<file path="src/rtl/timed_output_scheduler.sv">
// timed_output_scheduler
// Queues {timestamp, data} events in a circular FIFO and releases the head
// as a one-cycle write strobe once the system counter reaches its timestamp.
// Configuration macro: SCHEDULER_LATE_DROP_EN
//   defined   -> heads whose timestamp is already past are discarded and
//                flagged on late_error
//   undefined -> heads whose timestamp is now or past are issued normally,
//                and late_error is held at 0
module timed_output_scheduler #(
   parameter int NUM_DATA   = 1,
   parameter int FIFO_DEPTH = 16,
   parameter int TS_WIDTH   = 64
) (
   input  logic                clk,
   input  logic                reset,
   input  logic [TS_WIDTH-1:0] counter,
   input  logic                in_valid,
   input  logic [TS_WIDTH-1:0] in_timestamp,
   input  logic [NUM_DATA-1:0] in_data,
   input  logic                flush,
   input  logic                clear_error,
   output logic                out_wr_en,
   output logic [NUM_DATA-1:0] out_data,
   output logic                fifo_full,
   output logic                fifo_empty,
   output logic                overflow_error,
   output logic                late_error
);

   localparam int AW = $clog2(FIFO_DEPTH);
   localparam logic [AW:0] C_DEPTH = (AW+1)'(FIFO_DEPTH);

   // Entry storage; contents are never reset, only pointers and count are.
   logic [TS_WIDTH-1:0] r_mem_ts   [FIFO_DEPTH];
   logic [NUM_DATA-1:0] r_mem_data [FIFO_DEPTH];

   logic [AW-1:0]       r_wr_ptr;
   logic [AW-1:0]       r_rd_ptr;
   logic [AW:0]         r_count;
   logic                r_out_wr_en;
   logic [NUM_DATA-1:0] r_out_data;
   logic                r_overflow;

   logic                w_full;
   logic                w_empty;
   logic                w_write;
   logic                w_overflow;
   logic                w_issue;
   logic                w_late;
   logic                w_pop;
   logic [TS_WIDTH-1:0] w_head_ts;
   logic [NUM_DATA-1:0] w_head_data;

   // Status is derived from the registered count, so a pop in the same cycle
   // never makes room for a write that arrives while the FIFO is full.
   assign w_full  = (r_count == C_DEPTH);
   assign w_empty = (r_count == '0);

   // The head is read combinationally so match and pop land in one cycle.
   // A freshly written entry only becomes visible once count has advanced,
   // i.e. from the cycle after its write.
   assign w_head_ts   = r_mem_ts[r_rd_ptr];
   assign w_head_data = r_mem_data[r_rd_ptr];

   // Flush wins over both the write request and any pop in its cycle.
   assign w_write    = in_valid && !w_full && !flush;
   assign w_overflow = in_valid &&  w_full && !flush;

`ifdef SCHEDULER_LATE_DROP_EN
   assign w_issue = !w_empty && !flush && (w_head_ts == counter);
   assign w_late  = !w_empty && !flush && (w_head_ts <  counter);
`else
   assign w_issue = !w_empty && !flush && (w_head_ts <= counter);
   assign w_late  = 1'b0;
`endif

   // Only one entry leaves per cycle, either issued or discarded as late.
   assign w_pop = w_issue || w_late;

   // Store the incoming entry at the write pointer.
   always_ff @(posedge clk) begin
      if (w_write && !reset) begin
         r_mem_ts[r_wr_ptr]   <= in_timestamp;
         r_mem_data[r_wr_ptr] <= in_data;
      end
   end

   // Pointer and occupancy bookkeeping; pointers wrap naturally at FIFO_DEPTH.
   always_ff @(posedge clk) begin
      if (reset || flush) begin
         r_wr_ptr <= '0;
         r_rd_ptr <= '0;
         r_count  <= '0;
      end else begin
         if (w_write) begin
            r_wr_ptr <= r_wr_ptr + AW'(1);
         end
         if (w_pop) begin
            r_rd_ptr <= r_rd_ptr + AW'(1);
         end
         case ({w_write, w_pop})
            2'b10:   r_count <= r_count + (AW+1)'(1);
            2'b01:   r_count <= r_count - (AW+1)'(1);
            default: r_count <= r_count;
         endcase
      end
   end

   // Registered output strobe one cycle after a match; data holds between strobes.
   always_ff @(posedge clk) begin
      if (reset) begin
         r_out_wr_en <= 1'b0;
         r_out_data  <= '0;
      end else begin
         r_out_wr_en <= w_issue;
         if (w_issue) begin
            r_out_data <= w_head_data;
         end
      end
   end

   // Sticky overflow flag; a new overflow in the clearing cycle keeps it set.
   always_ff @(posedge clk) begin
      if (reset) begin
         r_overflow <= 1'b0;
      end else if (w_overflow) begin
         r_overflow <= 1'b1;
      end else if (clear_error) begin
         r_overflow <= 1'b0;
      end
   end

`ifdef SCHEDULER_LATE_DROP_EN
   logic r_late;

   // Sticky late flag; a late discard in the clearing cycle keeps it set.
   always_ff @(posedge clk) begin
      if (reset) begin
         r_late <= 1'b0;
      end else if (w_late) begin
         r_late <= 1'b1;
      end else if (clear_error) begin
         r_late <= 1'b0;
      end
   end

   assign late_error = r_late;
`else
   assign late_error = 1'b0;
`endif

   assign out_wr_en      = r_out_wr_en;
   assign out_data       = r_out_data;
   assign fifo_full      = w_full;
   assign fifo_empty     = w_empty;
   assign overflow_error = r_overflow;

endmodule

</file>
<file path="config.mk">
export PLATFORM = sky130hd
export DESIGN_NAME = timed_output_scheduler
export DESIGN_NICKNAME = d
export VERILOG_FILES = /design/src/rtl/timed_output_scheduler.sv
export SDC_FILE = /design/constraint.sdc
export NUM_CORES = 1
export LEC_CHECK = 0
export BUFFER_PORTS_ARGS = -buffer_cell sky130_fd_sc_hd__buf_2
export CAP_MARGIN = 10
export CORE_MARGIN = 3
export CORE_UTILIZATION = 50
export CTS_CLUSTER_SIZE = 16
export DETAILED_ROUTE_END_ITERATION = 8
export PLACE_DENSITY_LB_ADDON = 0.08
export SETUP_SLACK_MARGIN = 0.02
export SLEW_MARGIN = 20
export SYNTH_ARGS = -nofsm -noshare
export SYNTH_HDL_FRONTEND = slang
export SYNTH_SLANG_ARGS = --single-unit
</file>
<file path="constraint.sdc">
create_clock -name clk -period 10.78 [get_ports clk]
set_input_delay 1.617 -clock clk [delete_from_list [all_inputs] [get_ports clk]]
set_output_delay 1.617 -clock clk [all_outputs]
set_load 0.02 [all_outputs]
</file>
==> impl_metrics.json <==
{
  "rsz0062_at_grt": "no",
  "worst_slack_ns": 3.76,
  "setup_viol": 0,
  "die_area_mm2": 0.0867,
  "crit_required_ns": 11.30,
  "max_slew_margin": 0.236,
  "wl_per_cell_um": 29.4,
  "max_stage_delay_ns": 0.92,
  "p_leak_nw": 15.0,
  "seq_area_frac_synth": 0.760,
  "hold_ws_ns": 0.477,
  "finalNonFillerCells": 3197,
  "yosysMostFrequentCell": "edfxtp_1",
  "cap_violations": 0,
  "clock_sinks": 1060,
  "vdd_drop_max_v": 0.000125,
  "cts-root-buf": "clkbuf_16",
  "ant_nets": 0,
  "post_cts_resized": 0,
  "hold_path_class": "reg2reg",
  "hold_viol_final": 0,
  "antenna_found_initial": 10,
  "avgSynthCellArea_um2": 22.9,
  "ys_async_sr_fraction": 0,
  "max_freq_mhz": 142,
  "port_buffers": 138,
  "critPathSlowestCell": "dfxtp_4",
  "hpwl_mm": 47.8,
  "yosys.area.top_type_share": 0.750,
  "numCtsBuffers": 109,
  "overflow": 0,
  "ys.flop_type": "edfxtp_1",
  "cp_max_fo": 54,
  "outcome": "finished, final reports clean",
  "path_cells": "buf_4 > mux4_2 > mux4_2 > ha_1 > nand4_1 > nor3_1 > nand3_1 > nor3_1 > nor4_1 > a21boi_1 > inv_1 > ha_1 > xor2_1 > ha_1 > and3_1 > o21ai_0 > o41ai_1 > o311ai_1 > o41ai_1",
  "ys_ff_latch": 1060,
  "viasPerCell": 6.00,
  "path_common_cell": "ha_1",
  "first_pass_iters": 5,
  "ys_warn_count": 0,
  "wirelength_mm": 93.9,
  "dieHeight_um": 295,
  "worst_pin_slew_ns": 1.15,
  "slew_viol_final": 0,
  "critical_path.top_delay_family": "simple AND/OR/NAND/NOR gates",
  "core_area_mm2": 0.0822,
  "fin_nets": 2235,
  "cts_buffer_depth": 3,
  "arrival_ns": 7.54,
  "synthDistinctLibCells": 47,
  "path_clk_slew_ns": 0.06,
  "grt_pass1_vias": 20100,
  "clock_latency_ns": 0.66,
  "area_growth_pct": 14.3,
  "synthesis.area_mm2": 0.0416,
  "track_usage": 0.221,
  "grt_max_degree": 100,
  "layout-drive-gt1-share": 0.330,
  "cp_num_buf_inv": 2,
  "synth_edf_count": 1040,
  "timing.final.crit_share": 0.651,
  "postCtsSetupBuffers": 0,
  "end_kind": "flip-flop",
  "yosys.area.top_type": "edfxtp_1",
  "nFillCells": 6010,
  "synth_top_cells_by_area": "edfxtp_1, mux4_2, ha_1",
  "cts_tree": "built",
  "die_w_um": 295,
  "utilization": 0.578,
  "num_rows": 105,
  "path_class": "reg2reg",
  "finalCriticalPeriod_ns": 7.02,
  "final.setup.tns_ns": 0,
  "placed_cells": 2988,
  "via_count": 19200,
  "drtIter0Drc": 1637,
  "start_util": 0.506,
  "cts_hold_buf": 0,
  "drc_errors": 0,
  "power.density_mw_per_mm2": 180,
  "gp_congestion": 0.764,
  "htreeDepth": 3,
  "cp-start-kind": "flip-flop",
  "synthCells": 1817,
  "syn_nets": 2023,
  "grt_first_pass_wirelength_mm": 137,
  "synthTopCellsByCount": "edfxtp_1, mux4_2, inv_1",
  "ios": 140,
  "finalClockSkew_ns": 0.0210,
  "dp_slack_ns": 3.68
}
-- tightest hold or removal path, cell delays in order (launching register included) --
cell	delay, ns
dfxtp_1	0.30
nand2b_1	0.07
a21oi_1	0.06
-- stage by stage --
step / cell area [µm²] / power (mW)
after floorplan: 41600 / 4.71
after global placement: 43800 / 4.80
after detailed placement: 43900 / 4.81
after CTS: 47500 / 8.62
after global routing: 47500 / 8.82
final: 47600 / 8.54
-- final cells by class --
type                       count  area (µm²)  area share
timing repair buffer         183        1090      0.0228
clock buffer                 131        2910      0.0613
clock inverter                75         768      0.0162
tap                         1070        1340      0.0282
inverter                      73         274     0.00576
multi-input combinational    602        9520       0.200
antenna                        3        7.51    0.000158
sequential                  1060       31600       0.665
-- final timing paths --
path | start | to | slack, ns | cells past startpoint
worst min-delay path | overflow_error$_SDFFE_PP0P_ | overflow_error$_SDFFE_PP0P_ | 0.48 | 2
worst min register to register | overflow_error$_SDFFE_PP0P_ | overflow_error$_SDFFE_PP0P_ | 0.48 | 2
worst max register to register | flip-flop | r_count[4]$_SDFFE_PP0P_ | 3.76 | 19
worst max-delay path | flip-flop | r_count[4]$_SDFFE_PP0P_ | 3.76 | 19
-- placed cells by master, fill, tap and decap left out, drive strengths merged, types with 20 or more instances in the layout --
| cell | Yosys | layout |
|---|---|---|
| clkinv | 0 | 58 |
| a21oi | 33 | 33 |
| buf | 29 | 183 |
| edfxtp | 1040 | 1040 |
| mux4 | 325 | 325 |
| inv | 73 | 73 |
| dfxtp | 20 | 20 |
| clkbuf | 53 | 131 |
| nor2 | 37 | 37 |
| ha | 72 | 72 |
-- routing by layer --
metal	GRT usage	wire [µm]	part of all wire
met1	0.315	39700	0.42
met5	0	36	0.00038
met2	0.366	47300	0.50
met3	0.0350	5160	0.055
met4	0.0521	1660	0.018
-- sequential cells by signal, summed over array words and instances, names as in the netlist, named ones only --
register,flops
r_wr_ptr,4
r_count,5
r_mem_data,16
overflow_error,1
out_wr_en,1
out_data,1
r_mem_ts,1024
r_rd_ptr,4
-- cell families after synthesis --
family	Yosys count	share of synthesized area
buffers and inverters	155	0.0143
multiplexers	330	0.177
flip-flops	1060	0.760
adder cells (fa/ha/maj)	72	0.0216
AND/OR/NAND/NOR	125	0.0156
AO/OA/AOI/OAI	65	0.00941
other	1	0.0000901
XOR/XNOR	9	0.00189
-- power by group --
part           total, mW  switching, mW  internal [mW]
logic              0.190          0.121         0.0687
clock network       3.82           1.54           2.28
registers           4.53        0.00340           4.53
total               8.54           1.66           6.88
Power figures use the tool's default switching activity.
